### config.mk
export PLATFORM = sky130hd
export DESIGN_NAME = uart_rx_frame
export DESIGN_NICKNAME = d
export VERILOG_FILES = /design/src/rtl/uart_rx_frame.sv
export SDC_FILE = /design/constraint.sdc
export NUM_CORES = 1
export LEC_CHECK = 0
export ABC_AREA = 1
export CAP_MARGIN = 20
export CORE_MARGIN = 1
export CORE_UTILIZATION = 35
export CTS_CLUSTER_DIAMETER = 40
export CTS_CLUSTER_SIZE = 8
export DETAILED_ROUTE_END_ITERATION = 7
export DONT_BUFFER_PORTS = 1
export PLACE_DENSITY_LB_ADDON = 0.12
export SYNTH_ARGS = -nofsm -noshare
export SYNTH_HDL_FRONTEND = slang
export SYNTH_SLANG_ARGS = --single-unit
### constraint.sdc
create_clock -name CLK -period 3.1 [get_ports CLK]
set_input_delay 0.62 -clock CLK [delete_from_list [all_inputs] [get_ports CLK]]
set_output_delay 0.62 -clock CLK [all_outputs]
set_load 0.01 [all_outputs]
### src/rtl/uart_rx_frame.sv
`default_nettype none
// ============================================================================
// Module   : uart_rx_frame
// Purpose  : Oversampling UART receiver. Detects the start bit, takes a
//            3-sample majority vote at mid-bit, checks optional parity and
//            the stop bit, and emits one single-cycle result pulse per frame.
// Revision : 1.0 - initial release
// ============================================================================
module uart_rx_frame #(
    parameter int DATA_WIDTH = 8,
    parameter int PRESCALE_W = 6
) (
    input  logic                  CLK,
    input  logic                  RST,
    input  logic                  RX_IN,
    input  logic [PRESCALE_W-1:0] Prescale,
    input  logic                  PAR_EN,
    input  logic                  PAR_TYP,
    output logic [DATA_WIDTH-1:0] P_DATA,
    output logic                  data_valid,
    output logic                  Par_Err,
    output logic                  Stp_Err,
    output logic                  busy
);

    localparam int BIT_CNT_W = (DATA_WIDTH > 1) ? $clog2(DATA_WIDTH) : 1;
    localparam logic [BIT_CNT_W-1:0] C_LAST_BIT = BIT_CNT_W'(DATA_WIDTH - 1);
    localparam logic [PRESCALE_W-1:0] C_ONE = PRESCALE_W'(1);

    typedef enum logic [2:0] {
        IDLE   = 3'd0,
        START  = 3'd1,
        DATA   = 3'd2,
        PARITY = 3'd3,
        STOP   = 3'd4
    } state_t;

    state_t                  r_state;
    state_t                  w_next_state;

    logic                    r_armed;
    logic [PRESCALE_W-1:0]   r_edge_cnt;
    logic [BIT_CNT_W-1:0]    r_bit_cnt;
    logic [PRESCALE_W-1:0]   r_prescale;
    logic                    r_par_en;
    logic                    r_par_typ;
    logic                    r_par_fail;
    logic [2:0]              r_samples;
    logic [DATA_WIDTH-1:0]   r_shift;

    logic [DATA_WIDTH-1:0]   r_p_data;
    logic                    r_data_valid;
    logic                    r_par_err;
    logic                    r_stp_err;

    logic [PRESCALE_W-1:0]   w_half;
    logic                    w_start_det;
    logic                    w_bit_end;
    logic                    w_vote;
    logic                    w_last_bit;
    logic                    w_frame_done;

    // Mid-bit sample points and end-of-bit strobe derived from the latched ratio.
    assign w_half       = r_prescale >> 1;
    assign w_start_det  = (r_state == IDLE) && r_armed && !RX_IN;
    assign w_bit_end    = (r_state != IDLE) && (r_edge_cnt == (r_prescale - C_ONE));
    assign w_vote       = (r_samples[0] & r_samples[1]) |
                          (r_samples[0] & r_samples[2]) |
                          (r_samples[1] & r_samples[2]);
    assign w_last_bit   = (r_bit_cnt == C_LAST_BIT);
    assign w_frame_done = (r_state == STOP) && w_bit_end;

    // State register.
    always_ff @(posedge CLK) begin
        if (RST) begin
            r_state <= IDLE;
        end else begin
            r_state <= w_next_state;
        end
    end

    // Next-state decode; every transition other than start detection happens at end of bit.
    always_comb begin
        w_next_state = r_state;
        case (r_state)
            IDLE: begin
                if (w_start_det) begin
                    w_next_state = START;
                end
            end
            START: begin
                if (w_bit_end) begin
                    w_next_state = w_vote ? IDLE : DATA;
                end
            end
            DATA: begin
                if (w_bit_end && w_last_bit) begin
                    w_next_state = r_par_en ? PARITY : STOP;
                end
            end
            PARITY: begin
                if (w_bit_end) begin
                    w_next_state = STOP;
                end
            end
            STOP: begin
                if (w_bit_end) begin
                    w_next_state = IDLE;
                end
            end
            default: w_next_state = IDLE;
        endcase
    end

    // Arming, bit timing, majority sampling, shift register and parity tracking.
    always_ff @(posedge CLK) begin
        if (RST) begin
            r_armed    <= 1'b0;
            r_edge_cnt <= '0;
            r_bit_cnt  <= '0;
            r_prescale <= '0;
            r_par_en   <= 1'b0;
            r_par_typ  <= 1'b0;
            r_par_fail <= 1'b0;
            r_samples  <= '0;
            r_shift    <= '0;
        end else begin
            // A line held low through reset is not a start bit until it has been seen idle.
            if (RX_IN) begin
                r_armed <= 1'b1;
            end

            if (w_start_det) begin
                // The detection cycle is edge 0 of the start bit.
                r_edge_cnt <= C_ONE;
                r_bit_cnt  <= '0;
                r_prescale <= Prescale;
                r_par_en   <= PAR_EN;
                r_par_typ  <= PAR_TYP;
                r_par_fail <= 1'b0;
            end else if (r_state != IDLE) begin
                r_edge_cnt <= w_bit_end ? '0 : (r_edge_cnt + C_ONE);

                if (r_edge_cnt == (w_half - C_ONE)) begin
                    r_samples[0] <= RX_IN;
                end
                if (r_edge_cnt == w_half) begin
                    r_samples[1] <= RX_IN;
                end
                if (r_edge_cnt == (w_half + C_ONE)) begin
                    r_samples[2] <= RX_IN;
                end

                if (w_bit_end && (r_state == DATA)) begin
                    r_shift[r_bit_cnt] <= w_vote;
                    r_bit_cnt          <= w_last_bit ? '0 : (r_bit_cnt + 1'b1);
                end

                if (w_bit_end && (r_state == PARITY)) begin
                    if (w_vote != ((^r_shift) ^ r_par_typ)) begin
                        r_par_fail <= 1'b1;
                    end
                end
            end
        end
    end

    // Frame result: one exclusive pulse; a stop error masks a parity error.
    always_ff @(posedge CLK) begin
        if (RST) begin
            r_p_data     <= '0;
            r_data_valid <= 1'b0;
            r_par_err    <= 1'b0;
            r_stp_err    <= 1'b0;
        end else begin
            r_data_valid <= 1'b0;
            r_par_err    <= 1'b0;
            r_stp_err    <= 1'b0;
            if (w_frame_done) begin
                if (!w_vote) begin
                    r_stp_err <= 1'b1;
                end else if (r_par_fail) begin
                    r_par_err <= 1'b1;
                end else begin
                    r_data_valid <= 1'b1;
                    r_p_data     <= r_shift;
                end
            end
        end
    end

    assign P_DATA     = r_p_data;
    assign data_valid = r_data_valid;
    assign Par_Err    = r_par_err;
    assign Stp_Err    = r_stp_err;
    assign busy       = (r_state != IDLE);

endmodule
`default_nettype wire

# ---- Word-level counts from Yosys, hierarchy flattened
# Index checks and enable logic that the tools add are counted.
dict set report totals {
  reg_bits 44
  in_bits 11
  elab_cells 91
}
dict set report op_classes {
  addsub 5
  magnitude_cmp 2
  n_eq_ne 15
  muxes 18
  bitwise 10
  reduce_logical 24
}
# operator n
set ops {}
lappend ops {{3-bit two-way mux} 7}
lappend ops {{6-bit equality test} 3}
lappend ops {{3-bit AND reduction} 6}
lappend ops {{3-bit one-hot mux with 5 select lines} 1}
lappend ops {{2-bit != test (second input constant)} 5}
lappend ops {{8-bit bitwise mux} 1}
lappend ops {{1-bit logical AND} 8}
lappend ops {{8-bit XOR reduction} 1}
lappend ops {{5-bit by 1-bit adder with 6-bit output (second input constant)} 1}
lappend ops {{6-bit by 1-bit adder with 6-bit output (second input constant)} 1}
lappend ops {{3-bit by 2-bit equality test with 1-bit output (second input constant)} 2}
lappend ops {{3-bit equality test (second input constant)} 2}
lappend ops {{6-bit by 5-bit equality test with 1-bit output} 1}
lappend ops {{1-bit two-way mux} 6}
lappend ops {{6-bit two-way mux} 1}
lappend ops {{5-bit by 1-bit subtractor with 6-bit output (second input constant)} 1}
lappend ops {{6-bit by 1-bit subtractor with 6-bit output (second input constant)} 1}
lappend ops {{5-bit AND reduction} 1}
lappend ops {{3-bit by 4-bit < comparator with 1-bit output (second input constant)} 1}
lappend ops {{1-bit NOT} 4}
lappend ops {{2-bit OR reduction} 2}
lappend ops {{3-bit by 1-bit adder with 3-bit output (second input constant)} 1}
lappend ops {{1-bit AND} 3}
lappend ops {{1-bit demux with 3-bit select} 1}
lappend ops {{12 further kinds} 13}

# ---- Longest topological paths before layout
dict set report depth {
  depth_word 6
  depth_mapped 15
  mapped_depth_nobuf 15
}

# ---- Worst setup path after synthesis
# OpenSTA, ideal clock, no wires.
dict set report synth_timing {
  kind {register -> register}
  startpoint {reg r_prescale[1]}
  endpoint {reg r_shift[3]}
  t_arrival_ns 1.752
  path_slack_ns 1.235
  stages_incl_launch_ff 16
  period_less_slack_ns 1.865
  cell_sequence {dfxtp_1 > inv_1 > ha_1 > inv_1 > nand2_1 > nand2_1 > nor2_1 > nand2_2 > nor2_4 > nand3_4 > nor2_8 > nand2_4 > nor2_2 > nand2_1 > nand2_1 > nor2_1}
}
dict set report synth_between {
  elab_chain_cells 5
}
# element line_no
set synth_rtl {}
lappend synth_rtl {{start, declared} 44} ;# logic [PRESCALE_W-1:0] r_prescale;
lappend synth_rtl {{start signal, assigned} 137} ;# r_prescale <= Prescale;
lappend synth_rtl {{6-bit by 1-bit subtractor with 6-bit output} 66} ;# assign w_bit_end = (r_state != IDLE) && (r_edge_cnt == (r_prescale - C_ONE));
lappend synth_rtl {{6-bit equality test} 66}
lappend synth_rtl {{1-bit logical AND} 66}
lappend synth_rtl {{1-bit logical AND} 154} ;# if (w_bit_end && (r_state == DATA)) begin
lappend synth_rtl {{3-bit AND reduction (no source line)} n/a}
lappend synth_rtl {{end signal, assigned by index} 155} ;# r_shift[r_bit_cnt] <= w_vote;
lappend synth_rtl {{end, declared} 49} ;# logic [DATA_WIDTH-1:0] r_shift;
# No other way between the ends.
# A chain may end at the register's enable or synchronous reset.

# ---- Final worst setup path
dict set report layout_timing {
  startpoint {reg r_prescale[1]}
  endpoint {reg r_p_data[6], in the netlist P_DATA[6]}
}
dict set report layout_between {
  elab_chain_cells 5
}
# element line_no
set layout_rtl {}
lappend layout_rtl {{6-bit by 1-bit subtractor with 6-bit output} 66}
lappend layout_rtl {{6-bit equality test} 66}
lappend layout_rtl {{1-bit logical AND} 66}
lappend layout_rtl {{1-bit logical AND} 71} ;# assign w_frame_done = (r_state == STOP) && w_bit_end;
lappend layout_rtl {{3-bit AND reduction (no source line)} n/a}
lappend layout_rtl {{end signal, assigned} 186} ;# r_p_data <= r_shift;
lappend layout_rtl {{end, declared} 51} ;# logic [DATA_WIDTH-1:0] r_p_data;
# No other way between the ends.

==> flow_metrics.py <==
metrics = {
    "power_and_ir_drop": {
        "finalPower_mw": 1.33,
        "power.density_nw_per_um2": 495,
        "vdd_ir_drop_max_mv": 0.173,
        "total_leakage_power_nw": 1.13,
    },
    "clock_network": {
        "postCtsHoldBufs": 0,
        "clock-root-buffer": "clkbuf_8",
        "clkTransAtPathRegs_ns": 0.09,
        "cts_tree": "done",
        "ctsResizeCount": 0,
        "cts_sinks": 44,
        "cts_max_path_buffers": 2,
        "numCtsBuffers": 5,
        "cts_setup_buffers": 0,
        "clk_latency_ns": 0.30,
        "htreeDepth": 2,
    },
    "grt": {
        "track_usage_pct": 15.4,
        "grt_antenna_before_repair": 0,
        "gr-total-overflow": 0,
        "use_met2_pct": 23.5,
        "use_met3_pct": 4.04,
        "grt_pass1_vias": 1848,
        "grt_max_degree": 27,
        "gr-usage-met1_pct": 21.5,
        "grt.busiest_layer": "met2",
        "grt_pass1_wl_microns": 8890,
    },
    "die": {
        "die_h_microns": 86.1,
        "ios": 23,
        "placeableCoreArea_sq_um": 6790,
        "fp.dieW_microns": 86.1,
        "die_area_sq_um": 7410,
        "initial_core_util_pct": 36.4,
        "rows": 30,
    },
    "timing": {
        "grt_setup_unrepaired": "false",
        "clock_skew_ns": 0.00514,
        "setup_tns_ns": 0,
        "tightestPinTransition_ns": 0.793,
        "period_minus_slack_ns": 2.15,
        "slew_headroom_pct": 47.1,
        "fmaxAchievable_mhz": 465,
        "hold_viol_final": 0,
        "hold_ws_ns": 0.377,
        "finalCritPeriodShare_pct": 69.3,
        "maxSlewViolCount": 0,
        "fin_ws_ns": 0.951,
        "finalSetupViolations": 0,
    },
    "place": {
        "place_inst": 438,
        "gp_congestion": 0.859,
        "postPlaceCellArea_sq_um": 2560,
        "dp_slack_ns": 0.948,
        "io_buffers": 0,
        "dpl.hpwl_microns": 4070,
    },
    "layout": {
        "final_common_cell": "nand2_1",
        "layout-drive-gt1-share_pct": 10.3,
        "n_antenna_cell": 0,
        "syn2layout_area_growth_pct": 8.34,
        "multi_input_area_sq_um": 1400,
        "layout_common_cells": "69 x nand2_1, 58 x nor2_1, 44 x dfxtp_1, 36 x inv_1, 20 x a21oi_1",
        "area.sequential_sq_um": 881,
        "design_area_sq_um": 2680,
        "instances_no_fill": 446,
        "num-nets-final": 367,
        "nFillCells": 737,
        "final_core_util_pct": 39.5,
    },
    "logic_synthesis": {
        "yosysWarnings": 0,
        "syn-num-nets": 366,
        "syn_avg_cell_area_sq_um": 7.11,
        "syn_inst": 348,
        "netlist.area_leader.share_pct": 35.6,
        "synthTopCellsByArea": "dfxtp_1 36%, nand2_1 10%, nor2_1 8.8%, inv_1 5.5%, xor2_1 4.2%",
        "ys.flop_type": "dfxtp_1",
        "syn_area_sq_um": 2470,
        "synth.distinct_cells": 36,
        "yosys_register_bits": 44,
        "yosysTopAreaCell": "dfxtp_1",
        "ys_seq_area_share_pct": 35.6,
        "async_flop_share_pct": 0,
        "synth-edff-count": 0,
    },
    "worst_setup_path": {
        "path_cells": "inv_1 -> ha_1 -> inv_1 -> nand2_1 -> nand2_1 -> nor2_1 -> nand2_2 -> nor2_4 -> nand3_4 -> nor2_4 -> nand3_2 -> o21ai_1 -> nor2_1",
        "cp_top_family": "simple AND/OR/NAND/NOR gates",
        "critPathLaunchType": "flip-flop",
        "end_kind": "flip-flop",
        "ff2ff_path_depth": 13,
        "slowest_delay_ns": 0.42,
        "r2r-start": "r_prescale[1]",
        "cp.depth": 13,
        "cp.arrival_ns": 2.35,
        "cp.buffers_inverters": 2,
        "slowest_stage": "dfxtp_1",
        "required_ns": 3.30,
        "path_class": "flip-flop to flip-flop",
        "cp_max_fo": 8,
        "cp-startpoint": "r_prescale[1]",
    },
    "routing": {
        "drtIter0Drc": 83,
        "final_antenna_net_count": 0,
        "routed_wl_microns": 5290,
        "post-route-drc-count": 0,
        "vias": 2004,
        "firstDrtPassIters": 5,
        "wire_per_inst_microns": 11.9,
        "viasPerCell": 4.49,
    },
    "run": {
        "drv_cap": 0,
    },
    "hold_path": {
        "hold_depth": 1,
        "min_path_type": "input port to flip-flop",
        "hp-start": "RST",
    },
    "run_status": {
        "status": "finished, final reports clean",
    },
}
-- cell type report --
| type | count | share of cell area [%] |
|---|---|---|
| clock buffer | 6 | 3.08 |
| clock inverter | 2 | 1.45 |
| inverter | 40 | 5.60 |
| multi-input combinational | 257 | 52.3 |
| sequential | 44 | 32.9 |
| tap | 96 | 4.48 |
| timing repair buffer | 1 | 0.280 |
-- routing by layer --
metal	share of wire [%]	wire length, microns
met5	0	0
met4	1.2	64
met3	4.2	222
met2	42	2210
met1	53	2800
-- path summary, 6_finish.rpt --
kind,end,slack [ns]
setup / recovery,P_DATA[6],0.95
hold reg to reg,r_armed,0.46
hold / removal,r_armed,0.38
setup reg to reg,P_DATA[6],0.95
-- synthesized netlist by cell type, types with 2 or more instances --
cell / instances
a21oi_1: 20
xnor2_1: 11
ha_1: 7
nor2_2: 7
dfxtp_1: 44
nor3_1: 9
inv_1: 36
inv_2: 4
nor2_1: 58
nor2_8: 2
nand2_1: 69
buf_6: 2
o21ai_0: 14
nand3_1: 15
nand2_4: 3
nor2_4: 3
clkbuf_1: 3
nand2_2: 3
o21ai_1: 9
nand4_1: 2
xor2_1: 12
-- where the power goes --
| part | switching (mW) | internal [mW] | total (mW) |
|---|---|---|---|
| clock network | 0.212 | 0.264 | 0.475 |
| logic | 0.151 | 0.0830 | 0.234 |
| registers | 0.0299 | 0.587 | 0.617 |
| total | 0.393 | 0.934 | 1.33 |
-- cells by family (layout without fill, tap and decap cells) --
group,after synthesis,in the layout,synth area share (%)
flip-flops,44,44,35.6
AO/OA/AOI/OAI,48,48,10.3
AND/OR/NAND/NOR,179,179,34.6
adder cells (fa/ha/maj),7,7,3.54
XOR/XNOR,23,23,8.14
buffers and inverters,47,49,7.79
-- flip-flops by register name, summed over array words and instances (netlist names) --
name / cells
P_DATA: 8
r_shift: 8
r_edge_cnt: 6
r_prescale: 6
r_bit_cnt: 3
r_samples: 3
r_state: 3
Par_Err: 1
Stp_Err: 1
data_valid: 1
r_armed: 1
r_par_en: 1
r_par_fail: 1
r_par_typ: 1
No activity file was read; power rests on OpenSTA's default activity.
